===== src/rtl/abacus_instruction_profiler_pkg.sv =====
// Shared definitions for the ABACUS profilers: RV32 opcodes, the
// instruction class enumeration and a class-to-one-hot helper.
package abacus_pkg;

  localparam int NUM_CLASSES = 11;

  localparam logic [6:0] OPC_LOAD     = 7'b0000011;
  localparam logic [6:0] OPC_STORE    = 7'b0100011;
  localparam logic [6:0] OPC_OP       = 7'b0110011;
  localparam logic [6:0] OPC_OP_IMM   = 7'b0010011;
  localparam logic [6:0] OPC_LUI      = 7'b0110111;
  localparam logic [6:0] OPC_AUIPC    = 7'b0010111;
  localparam logic [6:0] OPC_BRANCH   = 7'b1100011;
  localparam logic [6:0] OPC_JAL      = 7'b1101111;
  localparam logic [6:0] OPC_JALR     = 7'b1100111;
  localparam logic [6:0] OPC_SYSTEM   = 7'b1110011;
  localparam logic [6:0] OPC_MISC_MEM = 7'b0001111;
  localparam logic [6:0] OPC_AMO      = 7'b0101111;

  // Enumeration order (minus one) is the counter index and overflow bit.
  typedef enum logic [3:0] {
    CLS_NONE   = 4'd0,
    CLS_LOAD   = 4'd1,
    CLS_STORE  = 4'd2,
    CLS_ADD    = 4'd3,
    CLS_SUB    = 4'd4,
    CLS_LOGIC  = 4'd5,
    CLS_SHIFT  = 4'd6,
    CLS_CMP    = 4'd7,
    CLS_BRANCH = 4'd8,
    CLS_JUMP   = 4'd9,
    CLS_SYSTEM = 4'd10,
    CLS_ATOMIC = 4'd11
  } instr_class_t;

  // One-hot counter select for a class; CLS_NONE selects nothing.
  function automatic logic [NUM_CLASSES-1:0] class_onehot(instr_class_t c);
    logic [NUM_CLASSES-1:0] oh;
    for (int k = 0; k < NUM_CLASSES; k++) begin
      oh[k] = (int'(c) == k + 1);
    end
    return oh;
  endfunction

endpackage


===== src/rtl/abacus_instruction_profiler_if.sv =====
// Issue-tap inputs and per-class counter outputs of the profiler.
interface abacus_instruction_profiler_if #(
  parameter int COUNTER_WIDTH = 32
);
  logic                     enable;
  logic                     clear;
  logic                     instruction_issued;
  logic [31:0]              instruction;
  logic [COUNTER_WIDTH-1:0] load_word_counter;
  logic [COUNTER_WIDTH-1:0] store_word_counter;
  logic [COUNTER_WIDTH-1:0] addition_counter;
  logic [COUNTER_WIDTH-1:0] subtraction_counter;
  logic [COUNTER_WIDTH-1:0] logical_bitwise_counter;
  logic [COUNTER_WIDTH-1:0] shift_bitwise_counter;
  logic [COUNTER_WIDTH-1:0] comparison_counter;
  logic [COUNTER_WIDTH-1:0] branch_counter;
  logic [COUNTER_WIDTH-1:0] jump_counter;
  logic [COUNTER_WIDTH-1:0] system_privilege_counter;
  logic [COUNTER_WIDTH-1:0] atomic_counter;
  logic [10:0]              overflow;

  modport master (
    output enable, clear, instruction_issued, instruction,
    input  load_word_counter, store_word_counter, addition_counter,
           subtraction_counter, logical_bitwise_counter, shift_bitwise_counter,
           comparison_counter, branch_counter, jump_counter,
           system_privilege_counter, atomic_counter, overflow
  );

  modport slave (
    input  enable, clear, instruction_issued, instruction,
    output load_word_counter, store_word_counter, addition_counter,
           subtraction_counter, logical_bitwise_counter, shift_bitwise_counter,
           comparison_counter, branch_counter, jump_counter,
           system_privilege_counter, atomic_counter, overflow
  );
endinterface


===== src/rtl/abacus_instruction_classifier.sv =====
// Combinational RV32IA instruction classifier; M-extension and unknown
// encodings map to CLS_NONE.
module abacus_instruction_classifier
  import abacus_pkg::*;
(
  input  logic [31:0]  instruction_i,
  output instr_class_t instr_class_o
);

  logic [6:0] opc;
  logic [2:0] f3;
  logic [6:0] f7;
  logic       f7_zero;
  logic       f7_alt;

  assign opc     = instruction_i[6:0];
  assign f3      = instruction_i[14:12];
  assign f7      = instruction_i[31:25];
  assign f7_zero = (f7 == 7'b0000000);
  assign f7_alt  = (f7 == 7'b0100000);

  // Decode opcode, then funct3/funct7 for the OP and OP-IMM groups.
  always_comb begin
    instr_class_o = CLS_NONE;
    case (opc)
      OPC_LOAD:                     instr_class_o = CLS_LOAD;
      OPC_STORE:                    instr_class_o = CLS_STORE;
      OPC_LUI, OPC_AUIPC:           instr_class_o = CLS_ADD;
      OPC_BRANCH:                   instr_class_o = CLS_BRANCH;
      OPC_JAL, OPC_JALR:            instr_class_o = CLS_JUMP;
      OPC_SYSTEM, OPC_MISC_MEM:     instr_class_o = CLS_SYSTEM;
      OPC_AMO:                      instr_class_o = CLS_ATOMIC;
      OPC_OP: begin
        case (f3)
          3'b000: begin
            if (f7_zero)     instr_class_o = CLS_ADD;
            else if (f7_alt) instr_class_o = CLS_SUB;
          end
          3'b100, 3'b110, 3'b111: if (f7_zero) instr_class_o = CLS_LOGIC;
          3'b001, 3'b101:  if (f7_zero || f7_alt) instr_class_o = CLS_SHIFT;
          default:         if (f7_zero) instr_class_o = CLS_CMP;
        endcase
      end
      OPC_OP_IMM: begin
        case (f3)
          3'b000:                 instr_class_o = CLS_ADD;
          3'b100, 3'b110, 3'b111: instr_class_o = CLS_LOGIC;
          3'b001, 3'b101: if (f7_zero || f7_alt) instr_class_o = CLS_SHIFT;
          default:                instr_class_o = CLS_CMP;
        endcase
      end
      default: instr_class_o = CLS_NONE;
    endcase
  end

endmodule


===== src/rtl/abacus_instruction_profiler.sv =====
// Two-stage instruction profiler: capture the issue tap, then classify
// and bump one of eleven per-class counters with sticky overflow flags.
module abacus_instruction_profiler
  import abacus_pkg::*;
#(
  parameter int   COUNTER_WIDTH = 32,
  parameter logic SATURATE      = 1'b1
) (
  input  logic                          clk,
  input  logic                          rst,
  abacus_instruction_profiler_if.slave  bus
);

  logic                     s1_valid_q;
  logic [31:0]              s1_instr_q;
  instr_class_t             s1_class;
  logic [NUM_CLASSES-1:0]   inc;
  logic [NUM_CLASSES-1:0]   ovf_w;
  logic [COUNTER_WIDTH-1:0] cnt_w [NUM_CLASSES];

  // Stage 1: enable is sampled only here, so a captured instruction is
  // counted even if enable drops afterwards. Clear does not flush it.
  always_ff @(posedge clk or negedge rst) begin
    if (!rst) begin
      s1_valid_q <= 1'b0;
      s1_instr_q <= '0;
    end else begin
      s1_valid_q <= bus.instruction_issued & bus.enable;
      s1_instr_q <= bus.instruction;
    end
  end

  abacus_instruction_classifier u_classifier (
    .instruction_i (s1_instr_q),
    .instr_class_o (s1_class)
  );

  assign inc = s1_valid_q ? class_onehot(s1_class) : '0;

  // Stage 2: one counter slice per class.
  for (genvar gi = 0; gi < NUM_CLASSES; gi++) begin : g_cnt
    logic [COUNTER_WIDTH-1:0] cnt_q, cnt_d;
    logic                     ovf_q, ovf_d;

    // Clear beats increment; an increment at all-ones flags overflow and
    // either holds or wraps.
    always_comb begin
      cnt_d = cnt_q;
      ovf_d = ovf_q;
      if (bus.clear) begin
        cnt_d = '0;
        ovf_d = 1'b0;
      end else if (inc[gi]) begin
        if (&cnt_q) begin
          ovf_d = 1'b1;
          cnt_d = SATURATE ? cnt_q : '0;
        end else begin
          cnt_d = cnt_q + COUNTER_WIDTH'(1);
        end
      end
    end

    // Counter and sticky flag registers.
    always_ff @(posedge clk or negedge rst) begin
      if (!rst) begin
        cnt_q <= '0;
        ovf_q <= 1'b0;
      end else begin
        cnt_q <= cnt_d;
        ovf_q <= ovf_d;
      end
    end

    assign cnt_w[gi] = cnt_q;
    assign ovf_w[gi] = ovf_q;
  end

  assign bus.load_word_counter        = cnt_w[0];
  assign bus.store_word_counter       = cnt_w[1];
  assign bus.addition_counter         = cnt_w[2];
  assign bus.subtraction_counter      = cnt_w[3];
  assign bus.logical_bitwise_counter  = cnt_w[4];
  assign bus.shift_bitwise_counter    = cnt_w[5];
  assign bus.comparison_counter       = cnt_w[6];
  assign bus.branch_counter           = cnt_w[7];
  assign bus.jump_counter             = cnt_w[8];
  assign bus.system_privilege_counter = cnt_w[9];
  assign bus.atomic_counter           = cnt_w[10];
  assign bus.overflow                 = ovf_w;

endmodule


===== src/flat_wrapper.sv =====
// flat-port wrapper written by rule: the top's interface ports become plain ports
module abacus_instruction_profiler_flat import abacus_pkg::*;
#(
  parameter int   COUNTER_WIDTH = 32,
  parameter logic SATURATE      = 1'b1
)
  (clk, rst, bus_enable, bus_clear, bus_instruction_issued, bus_instruction, bus_load_word_counter, bus_store_word_counter, bus_addition_counter, bus_subtraction_counter, bus_logical_bitwise_counter, bus_shift_bitwise_counter, bus_comparison_counter, bus_branch_counter, bus_jump_counter, bus_system_privilege_counter, bus_atomic_counter, bus_overflow);
  abacus_instruction_profiler_if #(.COUNTER_WIDTH(COUNTER_WIDTH)) bus_i ();
  input  logic clk;
  input  logic rst;
  input wire logic [$bits(bus_i.enable)-1:0] bus_enable;
  input wire logic [$bits(bus_i.clear)-1:0] bus_clear;
  input wire logic [$bits(bus_i.instruction_issued)-1:0] bus_instruction_issued;
  input wire logic [$bits(bus_i.instruction)-1:0] bus_instruction;
  output wire logic [$bits(bus_i.load_word_counter)-1:0] bus_load_word_counter;
  output wire logic [$bits(bus_i.store_word_counter)-1:0] bus_store_word_counter;
  output wire logic [$bits(bus_i.addition_counter)-1:0] bus_addition_counter;
  output wire logic [$bits(bus_i.subtraction_counter)-1:0] bus_subtraction_counter;
  output wire logic [$bits(bus_i.logical_bitwise_counter)-1:0] bus_logical_bitwise_counter;
  output wire logic [$bits(bus_i.shift_bitwise_counter)-1:0] bus_shift_bitwise_counter;
  output wire logic [$bits(bus_i.comparison_counter)-1:0] bus_comparison_counter;
  output wire logic [$bits(bus_i.branch_counter)-1:0] bus_branch_counter;
  output wire logic [$bits(bus_i.jump_counter)-1:0] bus_jump_counter;
  output wire logic [$bits(bus_i.system_privilege_counter)-1:0] bus_system_privilege_counter;
  output wire logic [$bits(bus_i.atomic_counter)-1:0] bus_atomic_counter;
  output wire logic [$bits(bus_i.overflow)-1:0] bus_overflow;
  assign bus_i.enable = bus_enable;
  assign bus_i.clear = bus_clear;
  assign bus_i.instruction_issued = bus_instruction_issued;
  assign bus_i.instruction = bus_instruction;
  assign bus_load_word_counter = bus_i.load_word_counter;
  assign bus_store_word_counter = bus_i.store_word_counter;
  assign bus_addition_counter = bus_i.addition_counter;
  assign bus_subtraction_counter = bus_i.subtraction_counter;
  assign bus_logical_bitwise_counter = bus_i.logical_bitwise_counter;
  assign bus_shift_bitwise_counter = bus_i.shift_bitwise_counter;
  assign bus_comparison_counter = bus_i.comparison_counter;
  assign bus_branch_counter = bus_i.branch_counter;
  assign bus_jump_counter = bus_i.jump_counter;
  assign bus_system_privilege_counter = bus_i.system_privilege_counter;
  assign bus_atomic_counter = bus_i.atomic_counter;
  assign bus_overflow = bus_i.overflow;
  abacus_instruction_profiler #(.COUNTER_WIDTH(COUNTER_WIDTH), .SATURATE(SATURATE)) u_core (.clk(clk), .rst(rst), .bus(bus_i));
endmodule

===== config.mk =====
export PLATFORM = sky130hd
export DESIGN_NAME = abacus_instruction_profiler_flat
export DESIGN_NICKNAME = d
export VERILOG_FILES = /design/src/rtl/abacus_instruction_profiler_pkg.sv /design/src/rtl/abacus_instruction_profiler_if.sv /design/src/rtl/abacus_instruction_classifier.sv /design/src/rtl/abacus_instruction_profiler.sv /design/src/flat_wrapper.sv
export SDC_FILE = /design/constraint.sdc
export NUM_CORES = 1
export LEC_CHECK = 0
export ABC_AREA = 1
export CAP_MARGIN = 20
export CORE_MARGIN = 2
export CORE_UTILIZATION = 44
export DETAILED_ROUTE_END_ITERATION = 10
export PLACE_DENSITY_LB_ADDON = 0.08
export SLEW_MARGIN = 20
export SYNTH_ARGS = -nofsm -noshare
export SYNTH_HDL_FRONTEND = slang
export SYNTH_SLANG_ARGS = --single-unit

===== constraint.sdc =====
create_clock -name clk -period 2.15 [get_ports clk]
set_input_delay 0.43 -clock clk [delete_from_list [all_inputs] [get_ports clk]]
set_output_delay 0.43 -clock clk [all_outputs]
set_load 0.005 [all_outputs]

==> metrics.log <==
INFO  metric final_layout_size_suffix_gt1_share = 13.2%
INFO  metric postLayoutCellArea = 34000 um2
INFO  metric dieArea = 59600 um2
INFO  metric std_cell_rows = 88
INFO  metric regToRegSetupSlack = 0.08 ns
INFO  metric synth.cell_area = 25400 um2
INFO  metric post-route-period-util = 97.8%
INFO  metric cp_num_buf_inv = 1
INFO  metric place_worst_setup_slack = -0.00584 ns
INFO  metric async_flop_share = 100%
INFO  metric power.share.combinational = 6.5%
INFO  metric route.detailed.drc = 0
INFO  metric run_status = completed
INFO  metric hold_path_class = in -> reg
INFO  metric hold_viol_final = 0
INFO  metric dpl.cell_count = 4906
INFO  metric drtAntennaViolNets = 0
INFO  metric final_critical_path_setup_slack = 0.0478 ns
INFO  metric cts_max_path_buffers = 3
INFO  metric num_vias = 26693
INFO  metric final_net_count = 4260
INFO  metric worstSetupStartpoint = u_core.bus.load_word_counter[22]
INFO  metric postSynthRegisterBits = 381
INFO  metric cp_cell_sequence = clkdlybuf4s50_1
INFO  metric finalClockSkew = 0.0144 ns
INFO  metric setup_repair_after_global_routing_missed_its_margin = yes
INFO  metric wire_per_inst = 17.6 um
INFO  metric die_boundary_height = 244 um
INFO  metric timing.critical_path.depth = 1
INFO  metric finalNonFillerCells = 5014
INFO  metric swShare = 23.7%
INFO  metric yosysSeqAreaShare = 37.6%
INFO  metric initial_cell_density_of_the_core = 44.2%
INFO  metric flow.area_growth_from_synthesis = 33.9%
INFO  metric grt_start_max_net_pins = 132
INFO  metric worst-endpoint-arrival = 1.67 ns
INFO  metric gp_routability_congestion = 0.957
INFO  metric largest_delay_share_family_worst_path = buffers and inverters
INFO  metric crit_end = bus_load_word_counter[22]
INFO  metric min_period = 2.10 ns
INFO  metric clk_latency_worst_skew_pair = 0.58 ns
INFO  metric synth_fp_nets = 3690
INFO  metric regToRegEndpoint = u_core.bus.logical_bitwise_counter[24]
INFO  metric numClockSinks = 381
INFO  metric finalWirelength = 88000 um
INFO  metric powerDensity = 496 nW/um2
INFO  metric power.static_leakage = 14.8 nW
INFO  metric worst-setup-path-type = reg -> out
INFO  metric number_of_antenna_violations_at_the_first_check_in_global_routing = 6
INFO  metric drt-vias-per-instance = 5.32
INFO  metric worst_path_largest_cell_delay = 0.56 ns
INFO  metric htree_num_levels = 2
INFO  metric place.detailed.hpwl = 65300 um
INFO  metric max_cap_violations = 0
INFO  metric power.share.sequential = 43.4%
INFO  metric ff2ff_path_depth = 13
INFO  metric crit-reg2reg-launch = u_core.bus.logical_bitwise_counter[0]
INFO  metric end_kind = output pin
INFO  metric cellInternalPower = 0.0128 W
INFO  metric drt_pass1_iterations = 6
INFO  metric max_transition_viols_final = 0
INFO  metric slew_at_the_pin_closest_to_its_max_slew_limit = 0.572 ns
INFO  metric critical_path_cell_with_the_highest_stage_delay = clkdlybuf4s50_1
INFO  metric fp.coreArea = 57400 um2
INFO  metric timing.final.setup_violations = 0
INFO  metric startpoint_type = register
INFO  metric grt_first_pass_wirelength = 138000 um
INFO  metric power_frac_clock = 50.1%
INFO  metric critPathRequiredTime = 1.72 ns
INFO  metric overflow = 0
INFO  metric placedInstanceArea = 31600 um2
INFO  metric netSwitchingPower = 0.00399 W
INFO  metric grt_pass1_vias = 24964
INFO  metric final.hold.worst_slack = 0.287 ns
INFO  metric clock_tree_from_tritoncts = yes
INFO  metric postLayoutCoreUtil = 59.2%
INFO  metric drt-initial-drc-count = 1964
INFO  metric io-pin-count = 400
INFO  metric synth_cells = 3642
INFO  metric die_w = 244 um
INFO  metric slew_headroom = 61.8%
INFO  metric ys_types = 50
INFO  metric achievable-frequency = 476 MHz
INFO  metric fillers = 5392
INFO  metric cts.root.buffer_cell = clkbuf_16
INFO  metric synth_edf_count = 0
INFO  metric synth-warning-count = 0
INFO  metric numCtsBuffers = 47
INFO  metric grt.total_usage = 28.6%
INFO  metric port_buffers = 384
INFO  metric synthesis.area_per_instance = 6.97 um2
INFO  metric clock_transition_time_at_the_flip_flop_clock_pins_of_the_worst_setup_and_hold_paths = 0.06 ns
INFO  metric crit_fanout = 8
INFO  metric power.ir.vdd_worst = 574 uV
INFO  metric synth-main-ff-cell = dfrtp_1
-- synth_stat cells, types with 2 or more instances --
library cell  count  area, um2
nand2_1         977       3670
dfrtp_1         381       9530
nand3_1         379       1900
nor2_1          370       1390
inv_1           356       1340
nand4_1         206       1290
nor3_1          195        976
o21ai_0         128        641
xor2_1          106        928
xnor2_1          65        569
a21oi_1          59        295
clkbuf_1         59        221
buf_2            35        175
or2_2            29        181
nand2_2          26        163
o21ai_2          25        219
o31ai_1          25        188
nand3b_1         22        165
nor3b_1          20        150
o21ai_1          20        100
buf_4            17        128
nor4_1           17        106
buf_1            15       56.3
inv_2            14       52.6
a21o_1           11       82.6
buf_6            11        124
ha_1             11        138
nor2_2           10       62.6
nor2_4            6       67.6
nor3_2            6       60.1
a22oi_1           5       37.5
nand3_2           5       50.1
o21a_1            5       37.5
a21boi_0          2       15.0
and3_1            2       12.5
buf_12            2       40.0
buf_8             2       30.0
nand2b_1          2       12.5
nand4_2           2       25.0
nor4_2            2       25.0
o2111ai_1         2       17.5
o21bai_4          2       37.5
-- cells in the final DEF (no fill, tap or decap), drive strengths merged, types with 8 or more instances in the layout --
cell type / n
xnor2: 65
clkdlybuf4s50: 378
inv: 368
o31ai: 25
buf: 270
nor2: 386
nor3: 201
nand3b: 23
clkbuf: 77
dfrtp: 381
nor4: 19
a21oi: 59
a21o: 11
clkinv: 8
nor3b: 20
nand3: 384
or2: 31
nand4: 208
xor2: 106
ha: 11
nand2: 1004
o21ai: 173
-- kinds of logic after synthesis --
family                     count (synthesis)  synth area share [%]
AOI/OAI and AO/OA                        287                  6.67
xor gates and xnor gates                 171                  5.90
adders and majority gates                 11                 0.543
buffers and inverters                    511                  8.53
DFF                                      381                  37.6
and+or+nand+nor                         2281                  40.8
-- power by group through the flow --
stage | Combinational [W] | Clock (W) | Sequential, W
final | 0.00110 | 0.00844 | 0.00730
after global routing | 0.00121 | 0.00893 | 0.00731
after CTS | 0.00105 | 0.00865 | 0.00730
after detailed placement | 0.00104 | 0 | 0.00742
after global placement | 0.00103 | 0 | 0.00742
after floorplan | 0.000451 | 0 | 0.00743
-- final cells by class --
type | count | area [um2] | share of cell area (%)
clock inverter | 14 | 224 | 0.660
multi-input combinational | 2750 | 14000 | 41.3
clock buffer | 70 | 1410 | 4.14
inverter | 370 | 1410 | 4.15
tap | 765 | 957 | 2.82
sequential | 381 | 9550 | 28.1
timing repair buffer | 660 | 6380 | 18.8
timing repair inverter | 2 | 15.0 | 0.0442
antenna | 2 | 5.00 | 0.0147
-- flip-flops by register name (all words and copies together) (netlist names) --
| signal | count |
|---|---|
| u_core.bus.addition_counter | 32 |
| u_core.bus.shift_bitwise_counter | 32 |
| u_core.bus.system_privilege_counter | 32 |
| u_core.bus.branch_counter | 32 |
| u_core.bus.jump_counter | 32 |
| u_core.bus.subtraction_counter | 32 |
| u_core.bus.comparison_counter | 32 |
| u_core.s1_valid_q | 1 |
| u_core.s1_instr_q | 17 |
| u_core.bus.logical_bitwise_counter | 32 |
| u_core.bus.store_word_counter | 32 |
| u_core.bus.atomic_counter | 32 |
| u_core.bus.load_word_counter | 32 |
| u_core.g_cnt.ovf_q | 11 |
-- routing by layer --
metal  track usage (%)  share of wire, %  up-vias
met3              5.78               7.0      168
met1              38.9                44    12495
met5                 0             0.065        -
met4              10.2               3.4       10
met2              45.1                45      850
li1                  -                 -    13170
-- worst min path at each step --
| stage | startpoint | to | cells past startpoint |
|---|---|---|---|
| after floorplan | rst | u_core.bus.addition_counter[0] | 0 |
| after global routing | bus_instruction[1] | u_core.s1_instr_q[1] | 1 |
| after CTS | bus_instruction[1] | u_core.s1_instr_q[1] | 1 |
| final | bus_instruction[1] | u_core.s1_instr_q[1] | 1 |
| after global placement | rst | u_core.bus.load_word_counter[13] | 1 |
| after detailed placement | rst | u_core.bus.load_word_counter[19] | 1 |
-- what timing repair did --
action	CTS	global route
gates resized for setup	6	100
pin swaps	0	32
hold buffers	1	0
gates cloned	1	10
endpoints found under the setup margin	13	272
hold endpoints to repair	24	0
buffers inserted	3	7
-- per-stage QoR --
stage / TNS, ns / total power (W)
2_1_floorplan: 0 / 0.00789
3_3_place_gp: 0 / 0.00846
3_5_place_dp: -0.0143 / 0.00846
4_1_cts: 0 / 0.0170
5_1_grt: -0.636 / 0.0174
6_report: 0 / 0.0168
Power figures use the tool's default switching activity.
